==> src/rtl/knn_result_reader_pkg.sv <==
// -----------------------------------------------------------------------------
// knn_result_reader_pkg
//   Shared definitions for the k-NN result reader:
//     - state_t      : controller FSM state encoding
//     - LABEL_LSB/W  : position and width of the class label in the info word
//     - KNN_ID_W     : width of the neighbor index driven on knn_id
//     - VOTES_W/MAX  : width and saturation value of the reported vote count
//     - cnt_width()  : counter width able to hold the value n
// -----------------------------------------------------------------------------
package knn_result_reader_pkg;

    typedef enum logic [2:0] {
        IDLE = 3'd0,
        READ = 3'd1,
        CAPT = 3'd2,
        VOTE = 3'd3,
        OUT  = 3'd4
    } state_t;

    localparam int LABEL_LSB = 0;
    localparam int LABEL_W   = 4;
    localparam int KNN_ID_W  = 4;
    localparam int VOTES_W   = 4;
    localparam int VOTES_MAX = 15;

    // Bits needed to count from 0 up to and including n.
    function automatic int cnt_width(input int n);
        return (n < 1) ? 1 : $clog2(n + 1);
    endfunction

endpackage

==> src/rtl/knn_vote_hist.sv <==
// -----------------------------------------------------------------------------
// knn_vote_hist
//   Per-class vote histogram plus a sequential argmax scan.
//   Optional feature macro: KNN_TIEBREAK_NEAREST_EN
//     undefined : equal counts keep the earlier (lowest) label
//     defined   : equal counts go to the label of the nearest neighbor
//
//   Ports
//     clk, rst    : clock, asynchronous active-low reset
//     clear       : zero all counters, the scan pointer and the best result
//     inc_en      : add one vote for inc_label (labels >= NBR_CLASS dropped)
//     inc_label   : class label of the neighbor being captured
//     near_we     : (macro only) remember inc_label as the nearest label
//     scan_en     : examine one class this cycle, ascending from 0
//     scan_last   : the class examined this cycle is the last one
//     best_label  : winning label so far
//     best_count  : vote count of the winning label
// -----------------------------------------------------------------------------
module knn_vote_hist
    import knn_result_reader_pkg::*;
#(
    parameter int NBR_CLASS = 4,
    parameter int CNT_W     = 3
) (
    input  logic               clk,
    input  logic               rst,
    input  logic               clear,
    input  logic               inc_en,
    input  logic [LABEL_W-1:0] inc_label,
`ifdef KNN_TIEBREAK_NEAREST_EN
    input  logic               near_we,
`endif
    input  logic               scan_en,
    output logic               scan_last,
    output logic [LABEL_W-1:0] best_label,
    output logic [CNT_W-1:0]   best_count
);

    logic [CNT_W-1:0]   hist_q [NBR_CLASS];
    logic [LABEL_W-1:0] cls_q;
    logic [LABEL_W-1:0] best_label_q;
    logic [CNT_W-1:0]   best_count_q;
    logic [CNT_W-1:0]   cur_count;
    logic               take;
`ifdef KNN_TIEBREAK_NEAREST_EN
    logic [LABEL_W-1:0] near_label_q;
`endif

    // Count of the class currently under the scan pointer.
    always_comb begin
        // NOTE: every combinational output gets a default before any branch,
        // so no path leaves it unassigned and no latch is inferred.
        cur_count = '0;
        for (int c = 0; c < NBR_CLASS; c++) begin
            if (cls_q == LABEL_W'(c)) begin
                cur_count = hist_q[c];
            end
        end
    end

    // Strictly greater replaces the best, so ties stay with the earlier label
    // unless the nearest-neighbor rule claims them.
`ifdef KNN_TIEBREAK_NEAREST_EN
    assign take = (cur_count > best_count_q) ||
                  ((cur_count == best_count_q) && (cls_q == near_label_q));
`else
    assign take = (cur_count > best_count_q);
`endif

    assign scan_last  = (cls_q == LABEL_W'(NBR_CLASS - 1));
    assign best_label = best_label_q;
    assign best_count = best_count_q;

    // NOTE: state is updated with non-blocking assignments so every register
    // samples the values from before the clock edge.
    always_ff @(posedge clk or negedge rst) begin
        if (!rst) begin
            // NOTE: the counter array is small and must read as zero after
            // reset, so it is reset like any other register rather than
            // treated as uninitialised storage.
            for (int c = 0; c < NBR_CLASS; c++) begin
                hist_q[c] <= '0;
            end
            cls_q        <= '0;
            best_label_q <= '0;
            best_count_q <= '0;
`ifdef KNN_TIEBREAK_NEAREST_EN
            near_label_q <= '0;
`endif
        end else if (clear) begin
            for (int c = 0; c < NBR_CLASS; c++) begin
                hist_q[c] <= '0;
            end
            cls_q        <= '0;
            best_label_q <= '0;
            best_count_q <= '0;
`ifdef KNN_TIEBREAK_NEAREST_EN
            near_label_q <= '0;
`endif
        end else begin
            // Out-of-range labels match no counter and are simply dropped.
            if (inc_en) begin
                for (int c = 0; c < NBR_CLASS; c++) begin
                    if (inc_label == LABEL_W'(c)) begin
                        hist_q[c] <= hist_q[c] + CNT_W'(1);
                    end
                end
            end
`ifdef KNN_TIEBREAK_NEAREST_EN
            // A discarded nearest label never matches a scanned class.
            if (near_we) begin
                near_label_q <= inc_label;
            end
`endif
            if (scan_en) begin
                if (take) begin
                    best_label_q <= cls_q;
                    best_count_q <= cur_count;
                end
                cls_q <= cls_q + LABEL_W'(1);
            end
        end
    end

endmodule

==> src/rtl/knn_result_reader.sv <==
// -----------------------------------------------------------------------------
// knn_result_reader
//   Reads NBR_KNN neighbor entries (nearest first), votes on their class
//   labels and presents the majority class with a valid/ready handshake.
//   Optional feature macro: KNN_TIEBREAK_NEAREST_EN (ties go to the label of
//   neighbor 0 instead of the lowest label; latency is unchanged).
//
//   Ports
//     clk          : clock
//     rst          : asynchronous active-low reset
//     start        : one-cycle pulse, begins a classification when idle
//     busy         : controller is not idle
//     knn_get      : read strobe to the neighbor list
//     knn_id       : neighbor index being read (0 = nearest)
//     knn_info     : neighbor info word, valid the cycle after knn_get;
//                    bits [3:0] hold the class label
//     class_valid  : result available
//     class_ready  : consumer accepts the result
//     class_out    : winning class label
//     class_votes  : vote count of the winner, saturated at 15
//
//   Timing: start sampled at edge 0 gives knn_get in cycle 1 and class_valid
//   in cycle 2*NBR_KNN + NBR_CLASS + 1.
// -----------------------------------------------------------------------------
module knn_result_reader
    import knn_result_reader_pkg::*;
#(
    parameter int NBR_KNN   = 4,
    parameter int NBR_CLASS = 4,
    parameter int INFO_W    = 8
) (
    input  logic              clk,
    input  logic              rst,
    input  logic              start,
    output logic              busy,
    output logic              knn_get,
    output logic [3:0]        knn_id,
    input  logic [INFO_W-1:0] knn_info,
    output logic              class_valid,
    input  logic              class_ready,
    output logic [3:0]        class_out,
    output logic [3:0]        class_votes
);

    localparam int CNT_W = cnt_width(NBR_KNN);
    localparam int EXT_W = (CNT_W > VOTES_W) ? CNT_W : VOTES_W;

    state_t              state_q, state_d;
    logic [KNN_ID_W-1:0] idx_q, idx_d;
    logic                hist_clear;
    logic                inc_en;
    logic                scan_en;
    logic                scan_last;
    logic [LABEL_W-1:0]  label;
    logic [LABEL_W-1:0]  best_label;
    logic [CNT_W-1:0]    best_count;
    logic [EXT_W-1:0]    count_ext;
    logic [VOTES_W-1:0]  votes_sat;
    logic                unused_info_parity;

    assign label = knn_info[LABEL_LSB +: LABEL_W];
    // Bits above the label carry no meaning for classification.
    assign unused_info_parity = ^knn_info;

    // ---------------------------------------------------------------- FSM
    always_ff @(posedge clk or negedge rst) begin
        if (!rst) begin
            state_q <= IDLE;
            idx_q   <= '0;
        end else begin
            state_q <= state_d;
            idx_q   <= idx_d;
        end
    end

    always_comb begin
        state_d    = state_q;
        idx_d      = idx_q;
        hist_clear = 1'b0;
        inc_en     = 1'b0;
        scan_en    = 1'b0;
        unique case (state_q)
            IDLE: begin
                if (start) begin
                    hist_clear = 1'b1;
                    idx_d      = '0;
                    state_d    = READ;
                end
            end
            READ: begin
                state_d = CAPT;
            end
            CAPT: begin
                // knn_info answers the READ of the previous cycle.
                inc_en = 1'b1;
                if (idx_q == KNN_ID_W'(NBR_KNN - 1)) begin
                    state_d = VOTE;
                end else begin
                    idx_d   = idx_q + KNN_ID_W'(1);
                    state_d = READ;
                end
            end
            VOTE: begin
                scan_en = 1'b1;
                if (scan_last) begin
                    state_d = OUT;
                end
            end
            OUT: begin
                if (class_ready) begin
                    state_d = IDLE;
                end
            end
            default: begin
                state_d = IDLE;
            end
        endcase
    end

    // ---------------------------------------------------------- histogram
    knn_vote_hist #(
        .NBR_CLASS (NBR_CLASS),
        .CNT_W     (CNT_W)
    ) u_hist (
        .clk        (clk),
        .rst        (rst),
        .clear      (hist_clear),
        .inc_en     (inc_en),
        .inc_label  (label),
`ifdef KNN_TIEBREAK_NEAREST_EN
        .near_we    (inc_en && (idx_q == '0)),
`endif
        .scan_en    (scan_en),
        .scan_last  (scan_last),
        .best_label (best_label),
        .best_count (best_count)
    );

    // ------------------------------------------------------------ outputs
    // The winner registers do not move in OUT, so the result is stable for
    // as long as the consumer stalls.
    assign count_ext = EXT_W'(best_count);
    assign votes_sat = (count_ext > EXT_W'(VOTES_MAX)) ? VOTES_W'(VOTES_MAX)
                                                       : count_ext[VOTES_W-1:0];

    assign busy        = (state_q != IDLE);
    assign knn_get     = (state_q == READ);
    assign knn_id      = knn_get ? idx_q : '0;
    assign class_valid = (state_q == OUT);
    assign class_out   = class_valid ? best_label : '0;
    assign class_votes = class_valid ? votes_sat : '0;

endmodule

==> config.mk <==
export PLATFORM = sky130hd
export DESIGN_NAME = knn_result_reader
export DESIGN_NICKNAME = d
export VERILOG_FILES = /design/src/rtl/knn_result_reader_pkg.sv /design/src/rtl/knn_vote_hist.sv /design/src/rtl/knn_result_reader.sv
export SDC_FILE = /design/constraint.sdc
export NUM_CORES = 1
export LEC_CHECK = 0
export ABC_AREA = 0
export ABC_CLOCK_PERIOD_IN_PS = 2600
export CAP_MARGIN = 10
export CORE_UTILIZATION = 35
export DETAILED_ROUTE_END_ITERATION = 8
export GPL_ROUTABILITY_DRIVEN = 0
export SYNTH_ARGS = -nofsm -noshare
export SYNTH_HDL_FRONTEND = slang
export SYNTH_SLANG_ARGS = --single-unit
==> constraint.sdc <==
create_clock -name clk -period 2.6 [get_ports clk]
set_input_delay 0.52 -clock clk [delete_from_list [all_inputs] [get_ports clk]]
set_output_delay 0.52 -clock clk [all_outputs]
set_load 0.01 [all_outputs]
==> results.sh <==
export IMPL_netlist_area_um2=1790
export IMPL_final_cell_mix="dfrtp_1, nand2_1, clkdlybuf4s50_1"
export IMPL_end_kind="register"
export IMPL_nNetsFinal=243
export IMPL_finalCritPeriodShare=0.941
export IMPL_rsz0062_at_grt="no"
export IMPL_die_w_um=73.5
export IMPL_grt_max_degree=31
export IMPL_synth_edf_count=0
export IMPL_syn_mean_instance_area_um2=9.45
export IMPL_timing_fmax_ghz=0.409
export IMPL_hp_class="register to register"
export IMPL_path_max_fanout=5
export IMPL_finalHoldViolations=0
export IMPL_fp_row_count=25
export IMPL_yosys_area_top_type="dfrtp_1"
export IMPL_ant_nets=0
export IMPL_async_flop_share=1.00
export IMPL_setup_viol=0
export IMPL_clkLatencyLatePin_ns=0.28
export IMPL_p_leak_nw=0.942
export IMPL_numCtsBuffers=5
export IMPL_core_area_um2=4820
export IMPL_grt_ovfl_total=0
export IMPL_slew_violations=0
export IMPL_maxCapViolCount=0
export IMPL_placed_cell_area_um2=2070
export IMPL_routed_wl_um=3470
export IMPL_worstPathRequired_ns=2.76
export IMPL_post_route_drc_count=0
export IMPL_ir_drop_mv=0.269
export IMPL_grt_pass1_vias=1232
export IMPL_seq_area_um2=751
export IMPL_initial_core_util=0.371
export IMPL_portBuffers=21
export IMPL_post_drt_wl_per_cell_um=12.1
export IMPL_pin_count=27
export IMPL_via_count=1388
export IMPL_die_area_um2=5390
export IMPL_synth_nets=213
export IMPL_viasPerCell=4.85
export IMPL_dr_pass1_iters=4
export IMPL_clock_skew_ns=0.00457
export IMPL_track_usage=0.145
export IMPL_mostFrequentLayoutCell="dfrtp_1"
export IMPL_clkTransAtPathRegs_ns=0.06
export IMPL_cp_start_kind="register"
export IMPL_ys_warn_count=0
export IMPL_hold_buffers=0
export IMPL_crit_type="register to register"
export IMPL_ys_seq_elements=30
export IMPL_yosys_top_cells_area="dfrtp_1, ha_1, nand2_1"
export IMPL_area_delta_synth_final_pct=22.1
export IMPL_worst_slew_pin_slew_ns=0.666
export IMPL_p_per_area_nw_per_um2=911
export IMPL_htreeDepth=2
export IMPL_diodes=0
export IMPL_arrival_ns=2.61
export IMPL_drive_gt1_frac=0.128
export IMPL_cts_sinks=30
export IMPL_syn_inst=189
export IMPL_fillers=506
export IMPL_tns_ns=0
export IMPL_yosysUniqueCellTypes=45
export IMPL_grt_pass1_wl_um=5730
export IMPL_cts_tree="yes"
export IMPL_multi_input_area_um2=967
export IMPL_status="completed"
export IMPL_design_area_um2=2180
export IMPL_netlist_area_leader_share=0.420
export IMPL_cts_root_buf="clkbuf_8"
export IMPL_synthFlopType="dfrtp_1"
export IMPL_clk_path_buf_depth=2
export IMPL_fin_crit_ns=2.45
export IMPL_slew_headroom=0.555
export IMPL_dp_final_hpwl_um=2500
export IMPL_seq_area_frac_synth=0.420
export IMPL_drtIter0Drc=36
export IMPL_die_y_um=73.5
export IMPL_antenna_found_initial=0
==> power by group <==
group / total, mW / internal [mW] / leakage (nW) / switching [mW]
registers: 0.729 / 0.591 / 0.406 / 0.138
logic: 0.912 / 0.439 / 0.498 / 0.473
clock network: 0.348 / 0.184 / 0.0383 / 0.164
==> synthesized netlist by cell type, types with 3 or more instances <==
library cell	count
nor2_1	19
a21oi_1	7
nand3_1	11
xor2_1	6
inv_1	9
nor3b_1	4
mux2i_1	4
o21ai_0	7
dfrtp_1	30
ha_1	12
xnor2_1	3
nand2b_1	3
nand2_1	23
nand4_1	3
and2_1	9
o21ai_1	3
==> sequential cells by signal, summed over array words and instances (netlist names) <==
name	count
idx_q	4
state_q	3
u_hist.best_count	3
u_hist.best_label	4
u_hist.cls_q	4
u_hist.hist_q	12
==> worst paths after layout <==
path,start,endpoint,slack [ns],depth (start not counted)
max in group asynchronous,rst,u_hist.hist_q[5]$_DFFE_PN0P_,1.68,2
min,u_hist.hist_q[9]$_DFFE_PN0P_,u_hist.hist_q[9]$_DFFE_PN0P_,0.52,1
max,u_hist.cls_q[0]$_DFFE_PN0P_,u_hist.best_count[1]$_DFFE_PN0P_,0.15,10
min reg2reg,u_hist.hist_q[9]$_DFFE_PN0P_,u_hist.hist_q[9]$_DFFE_PN0P_,0.52,1
max reg2reg,u_hist.cls_q[0]$_DFFE_PN0P_,u_hist.best_count[1]$_DFFE_PN0P_,0.15,10
min in group asynchronous,rst,state_q[1]$_DFFE_PN0P_,0.63,2
==> kinds of logic after synthesis <==
| logic type | after synthesis | share of synthesized area |
|---|---|---|
| xor+xnor | 9 | 0.0441 |
| buf+inv | 15 | 0.0441 |
| mux | 6 | 0.0392 |
| flops | 30 | 0.420 |
| simple gates | 90 | 0.272 |
| other cells | 1 | 0.00210 |
| fa+ha+maj | 12 | 0.0840 |
| compound gates | 26 | 0.0938 |
==> critical path, cell delays in order (launching register included) <==
cell and delay, ns:
dfrtp_1 0.43, inv_2 0.10, ha_1 0.19, nand2_1 0.06, o211ai_1 0.17, o2111a_1 0.25
ha_1 0.26, nor2b_1 0.14, o21a_1 0.18, o21a_2 0.24, mux2_4 0.30
==> repair_timing <==
action | in CTS | in global routing
setup endpoints to repair | 0 | 5
setup buffers | 0 | 3
resized for setup | 0 | 5
==> per-stage QoR <==
step	setup WS, ns	hold WS, ns	power [mW]	util	std cells
finish	0.152	0.518	1.99	0.453	286
global route	0.0268	0.535	2.16	0.453	286
CTS	0.0271	0.526	1.97	0.446	283
detailed placement	0.0697	0.517	1.61	0.430	276
global placement	0.0979	0.513	1.60	0.430	276
floorplan	0.238	0.224	1.40	-	189
==> cell type report <==
class	instances	share of cell area
multi-input cells	144	0.443
flip-flops and latches	30	0.344
repair buffers	29	0.124
well taps	67	0.0384
clock buffers	7	0.0350
inverters	9	0.0155
==> layer usage <==
layer | track usage | part of all wire
met1 | 0.187 | 0.50
met2 | 0.228 | 0.45
met3 | 0.0453 | 0.042
met4 | 0.0513 | 0.010
met5 | 0 | 0
Power figures use the tool's default switching activity.
